--- src/rtl/fetch_unit.sv ---
// fetch_unit: single-outstanding instruction fetch FSM.
// Issues one read per instruction, waits for the memory response, holds the
// instruction for the decoder until it retires, then advances the PC.
// Optional feature: define FETCH_MISALIGN_CHK_EN to halt on a misaligned taken
// target (sticky misalign flag). Without it, targets are forced word-aligned.
module fetch_unit #(
  parameter logic [31:0] RESET_PC = 32'h0000_0000
) (
  input  logic        clk,
  input  logic        reset_n,
  input  logic        PCSrc,
  input  logic [31:0] PCTarget,
  output logic        imem_req,
  output logic [31:0] imem_addr,
  input  logic        imem_rvalid,
  input  logic [31:0] imem_rdata,
  output logic        instr_valid,
  input  logic        instr_ready,
  output logic [31:0] instr,
  output logic [31:0] PC,
  output logic [31:0] PCPlus4,
  output logic        misalign
);

  localparam logic [31:0] NOP = 32'h0000_0013;

  typedef enum logic [2:0] {
    S_IDLE  = 3'd0,
    S_REQ   = 3'd1,
    S_WAIT  = 3'd2,
    S_VALID = 3'd3,
    S_HALT  = 3'd4
  } state_t;

  state_t      state_q, state_d;
  logic [31:0] pc_q, pc_d;
  logic [31:0] instr_q, instr_d;
  logic        req_q, req_d;
  logic        vld_q, vld_d;
  logic        misalign_q, misalign_d;
  logic [31:0] pc_plus4;

  // Wraps modulo 2^32 naturally through the 32-bit adder.
  assign pc_plus4 = pc_q + 32'd4;

`ifndef FETCH_MISALIGN_CHK_EN
  // Low target bits are discarded when the target is forced word-aligned.
  logic unused_tgt_lo;
  assign unused_tgt_lo = |PCTarget[1:0];
`endif

  // Next-state, next-PC and capture logic for the fetch sequence.
  always_comb begin
    state_d    = state_q;
    pc_d       = pc_q;
    instr_d    = instr_q;
    misalign_d = misalign_q;
    case (state_q)
      S_IDLE: state_d = S_REQ;
      S_REQ:  state_d = S_WAIT;
      S_WAIT: begin
        // Response only accepted here; stray rvalid elsewhere is ignored.
        if (imem_rvalid) begin
          instr_d = imem_rdata;
          state_d = S_VALID;
        end
      end
      S_VALID: begin
        // PCSrc/PCTarget only matter in the retire cycle.
        if (instr_ready) begin
          state_d = S_REQ;
          if (PCSrc) begin
`ifdef FETCH_MISALIGN_CHK_EN
            if (PCTarget[1:0] != 2'b00) begin
              misalign_d = 1'b1;
              state_d    = S_HALT;
            end else begin
              pc_d = PCTarget;
            end
`else
            pc_d = {PCTarget[31:2], 2'b00};
`endif
          end else begin
            pc_d = pc_plus4;
          end
        end
      end
      S_HALT:  state_d = S_HALT;
      default: state_d = S_IDLE;
    endcase
    // Handshake outputs are registered copies of the next state decode.
    req_d = (state_d == S_REQ);
    vld_d = (state_d == S_VALID);
  end

  // State and output registers; reset abandons any outstanding read.
  always_ff @(posedge clk or negedge reset_n) begin
    if (!reset_n) begin
      state_q    <= S_IDLE;
      pc_q       <= RESET_PC;
      instr_q    <= NOP;
      req_q      <= 1'b0;
      vld_q      <= 1'b0;
      misalign_q <= 1'b0;
    end else begin
      state_q    <= state_d;
      pc_q       <= pc_d;
      instr_q    <= instr_d;
      req_q      <= req_d;
      vld_q      <= vld_d;
      misalign_q <= misalign_d;
    end
  end

  assign imem_req    = req_q;
  assign imem_addr   = pc_q;
  assign instr_valid = vld_q;
  assign instr       = instr_q;
  assign PC          = pc_q;
  assign PCPlus4     = pc_plus4;
  assign misalign    = misalign_q;

endmodule

--- config.mk ---
export PLATFORM = sky130hd
export DESIGN_NAME = fetch_unit
export DESIGN_NICKNAME = d
export VERILOG_FILES = /design/src/rtl/fetch_unit.sv
export SDC_FILE = /design/constraint.sdc
export NUM_CORES = 1
export LEC_CHECK = 0
export ABC_CLOCK_PERIOD_IN_PS = 2700
export CORE_MARGIN = 3
export CORE_UTILIZATION = 41
export DETAILED_ROUTE_END_ITERATION = 8
export GPL_TIMING_DRIVEN = 0
export PLACE_DENSITY = 0.81
export SLEW_MARGIN = 40
export SYNTH_ARGS = -nofsm -noshare
export SYNTH_HDL_FRONTEND = slang
export SYNTH_SLANG_ARGS = --single-unit
--- constraint.sdc ---
create_clock -name clk -period 2.7 [get_ports clk]
set_input_delay 0.54 -clock clk [delete_from_list [all_inputs] [get_ports clk]]
set_output_delay 0.54 -clock clk [all_outputs]
set_load 0.05 [all_outputs]
* Yosys cells after proc, flatten, opt, wreduce, memory -nomap -nowiden *
Index checks and enable logic that the tools add are counted.

cells by class
  reductions and logical operators = 3
  $add $sub $neg = 1
  equal/unequal tests = 6
  mux-type cells = 4

operator list
  operator                                                          count
  32-bit by 3-bit adder with 32-bit output (second input constant)  1
  32-bit two-way mux                                                1
  3-bit one-hot mux with 5 select lines                             1
  3-bit by 2-bit == test with 1-bit output (second input constant)  3
  3-bit by 1-bit == test with 1-bit output (second input constant)  2
  3-bit two-way mux                                                 2
  2-bit AND reduction                                               2
  3-bit == test (second input constant)                             1
  3-bit zero test                                                   1

word-level totals
  flip-flop bits (word level) = 69
  input bits = 69
  output and inout port bits = 131
  word-level logic and storage cells = 19

* Longest topological paths before layout *
  word-level depth = 3
  gate-level depth with buffers = 6

* Least setup slack after synthesis *
No wires, ideal clock.

  path kind = reg-to-output
  start = register pc_q[2] (netlist: PC[2])
  end = output port PCPlus4[20]
  stages on the path, launching flop included = 6
  arrival time = 2.673 ns
  required time = 2.160 ns
  slack = -0.513 ns
  cell sequence = dfrtp_1 ha_1 nand4_1 nor4_4 and4_2 xor2_1

between the ends
  cells in the longest elaborated chain, start to end = 1

RTL lines
  what                                      line  RTL
  from (decl)                               36    logic [31:0] pc_q, pc_d;
  from (signal assigned)                    107   pc_q <= pc_d;
  32-bit by 3-bit adder with 32-bit output  44    assign pc_plus4 = pc_q + 32'd4;
  to (decl)                                 21    output logic [31:0] PCPlus4,

No other way between the ends.

* Worst setup path in the final report *
  start = register pc_q[19] (netlist: PC[19])
  end = output port PCPlus4[27]

Same word-level chain as after synthesis.

==> impl_summary.md <==
Outcome
The run finished, with violations left. The final reports fail on negative setup slack.

Die
For this configuration, the core starts out at a cell density of 0.434. The die covers ~11,000 sq um. The I/O pin count is 200. The die is 106 microns wide.

The core region is roughly 9500 sq um. The height of the chip is around 110 microns. The number of placement rows is 35.

Placement
Counting tap cells, the placed design contains a total of ~740 instances. Detailed placement ended at an HPWL of slightly above 10,000 microns. Buffers placed on the I/O ports in this run total around 190. Routability-driven placement finished with a final weighted congestion of about 0.85.

The placed standard-cell area is around 6500 sq um.

STA
The slack of the critical path is -0.0321 ns. Of the available clock period, the critical path in the final layout requires 1.01. The worst setup skew after layout is between 0.009 and 0.01 ns. The final count of negative-setup-slack endpoints is 3. At the pin with the least slew margin, the transition time is 0.604 ns.

The worst path in the final design needs a cycle of 2.73 ns, including I/O delays and setup. Setup repair after global routing could not meet its margin everywhere. The worst slew margin relative to its limit is 0.598. The number of max-slew violations in the final report came to 0.

The achievable frequency is 366 MHz. The final hold violation count is 0.

GRT
The global-route track usage on met1 is 0.295. The number of antenna violations at the first check in global routing is 0. For met3 alone, demand over resource in global routing was 0.0996.

The first global-routing pass estimated ~23,000 microns of wire. The most utilized layer in the global route result is met2. The all-layer global routing usage is 0.256. Global routing finished with a remaining overflow of 0. The met2 track demand over resource in global routing is 0.430.

Entering global routing, the biggest net connects 56 pins. The number of global-route vias before repair is roughly 4,500.

Worst setup path
The data required time of the critical path is around 2.2 ns. The worst reg-to-reg setup slack is 0.72 ns. STA classifies the critical path startpoint as a flop. At the worst endpoint, the arrival time is about 2.2 ns. The highest fanout seen on the critical path is 4.

The worst setup path is captured at a primary output. The type of the setup path with the least slack is reg2out.

Synthesis
The Yosys warning count is 0. The share of synthesized area in the top cell type comes to 0.388. A synthesized cell averages ~9.9 sq um. Summed over all instances, the cell type with the most area after synthesis is dfrtp_1. After technology mapping, the gate count stands at 419. In this run the cell area of the synthesized design comes to 4130 sq um.

The post-synthesis cell type count is 53. The flip-flop and latch count after synthesis is 67. The count of flip-flops with a built-in enable after synthesis is 0. The fraction of registers with async set or reset after synthesis is 1.00. By area the synthesized netlist is led by dfrtp_1, mux2_2, buf_4. The sequential share of the synthesized area is 0.407. The leading register cell type out of synthesis is dfrtp_1.

Clock network
The insertion delay to the later sink of the worst-skew pair is between 0.3 and 0.4 ns. The clock transition at the registers of the reported paths is 0.08 ns. The cell sitting at the root of the clock tree is a clkbuf_8.

The clock net sink count is 67. TritonCTS created 9 clock buffers. The clock tree synthesis step divided the H-tree into 3 levels. The maximum clock path buffer count is 2. The CTS tree is done.

Cells and area
The number of antenna diodes in the final layout is 0. Summing all flip-flop and latch instances after layout gives between 1500 and 2000 sq um. The area growth from synthesis to final layout is 78.9%. The final net count is between 700 and 800. The filler-free cell count of the finished design is 824. Counting the fill cells in the layout gives 632. The proportion of layout cells with a drive suffix above 1 is 0.384.

The area used by multi-input combinational logic is approximately 2400 sq um. The cell area after layout is 7380 sq um.

Drt
The detailed-router iteration count before antenna repair is 6. The count of vias placed by the detailed router is 4,527. In the routed design, unresolved DRC markers number 0. For this block, the initial DRC count from the detailed router was approximately 380. In the final routed layout, each cell accounts on average for between 15 and 20 microns.

The mean number of vias per cell is around 5.5. The final layout contains routed wiring with a total length of roughly 15,000 microns. The number of routed nets with antenna violations is 0.

Min path
The min-delay analysis places its worst path in the category reg2reg.

Pwr
The power density normalized to cell area is ~1500 nW/um^2. The leakage power is between 3 and 4 nW. The worst vdd rail ir drop is just under 1 mV.

Job
The max-cap violation count is 0.
==> what timing repair did <==
item / in CTS / in global routing
hold endpoints to repair: 5 / 0
hold buffers: 1 / 0
endpoints found under the setup margin: 26 / 23
pin swaps: 15 / 13
cloned: 1 / 0
gates resized for setup: 157 / 26
buffers inserted: 34 / 29
==> flip-flops by register name, indices dropped and copies added (netlist names) <==
signal	count
instr	32
instr_valid	1
state_q	3
PC	30
imem_req	1
==> synthesized netlist by cell type (all sizes together) (2+ instances only) <==
cell type	n
a21oi	12
a22oi	5
a311o	8
a31oi	7
a41o	2
and2	2
and3	20
buf	54
clkbuf	12
dfrtp	64
dfstp	3
inv	13
mux2	32
mux2i	7
nand2	29
nand3	23
nand4	12
nor2	16
nor3	16
nor3b	2
nor4	6
o211ai	8
o21a	3
o21ai	13
o22a	2
o2bb2ai	6
or3	2
xnor2	18
xor2	10
==> path summary, 6_finish.rpt <==
check | startpoint | endpoint | cells past startpoint
max | PC[19] | PCPlus4[27] | 7
min | instr[19] | instr[19] | 1
max reg2reg | PC[3] | PC[18] | 7
min reg2reg | instr[19] | instr[19] | 1
max in group asynchronous | reset_n | instr[4] | 3
min in group asynchronous | reset_n | PC[28] | 2
==> critical path, cell delays in order, from the launching register on <==
cell     delay (ns)
dfrtp_2        0.39
buf_6          0.12
nand3_4        0.07
nor4_4         0.37
buf_2          0.22
nand4_1        0.26
xnor2_4        0.24
buf_6          0.17
==> report_power, final <==
part           internal (mW)  switching [mW]
clock network          0.522           0.418
registers               1.54           0.535
logic                   3.12            5.11
==> cell type report <==
cell class,count,share of cell area
Inverter,13,0.00695
Clock inverter,6,0.0124
Clock buffer,10,0.0173
Tap cell,129,0.0219
Buffer,65,0.0608
Sequential cell,67,0.232
Timing Repair Buffer,255,0.326
Multi-Input combinational cell,279,0.322
==> metrics by stage <==
| stage | TNS (ns) | utilization | hold slack (ns) | setup WS [ns] | total power [mW] |
|---|---|---|---|---|---|
| 2_1_floorplan | -0.00730 | - | 0.244 | -0.00730 | 7.28 |
| 3_3_place_gp | -91.97 | 0.684 | 0.489 | -1.46 | 9.55 |
| 3_5_place_dp | -10.53 | 0.687 | 0.374 | -0.740 | 9.68 |
| 4_1_cts | -0.0249 | 0.747 | 0.511 | -0.0207 | 10.9 |
| 5_1_grt | -0.543 | 0.777 | 0.522 | -0.107 | 11.7 |
| 6_report | -0.0678 | 0.777 | 0.509 | -0.0321 | 11.2 |
==> logic make-up (layout without fill, tap and decap cells) <==
logic type | after synthesis | in the layout | synth area share
buffers and inverters | 79 | 349 | 0.117
xor gates and xnor gates | 28 | 28 | 0.0594
other | 1 | 7 | 0.000908
AOI/OAI and AO/OA | 71 | 71 | 0.121
DFF | 67 | 67 | 0.407
adders and majority gates | 1 | 1 | 0.00303
and+or+nand+nor | 133 | 133 | 0.187
muxes | 39 | 39 | 0.104
==> per-layer routing <==
layer,share of wire,vias to the layer above
met5,0,-
met4,0.027,0
met3,0.14,49
met2,0.48,348
met1,0.36,2133
li1,-,1997
==> layout by cell type, fill, tap and decap left out, drive strengths merged, types with 16 or more instances in the layout <==
cell and n:
buf 138, nand2 29, mux2 32, clkdlybuf4s50 162, clkbuf 24, dfrtp 64
nand3 23, nor2 16, nor3 16, and3 20, xnor2 18
Note: power is estimated with default switching activity, not from simulation.
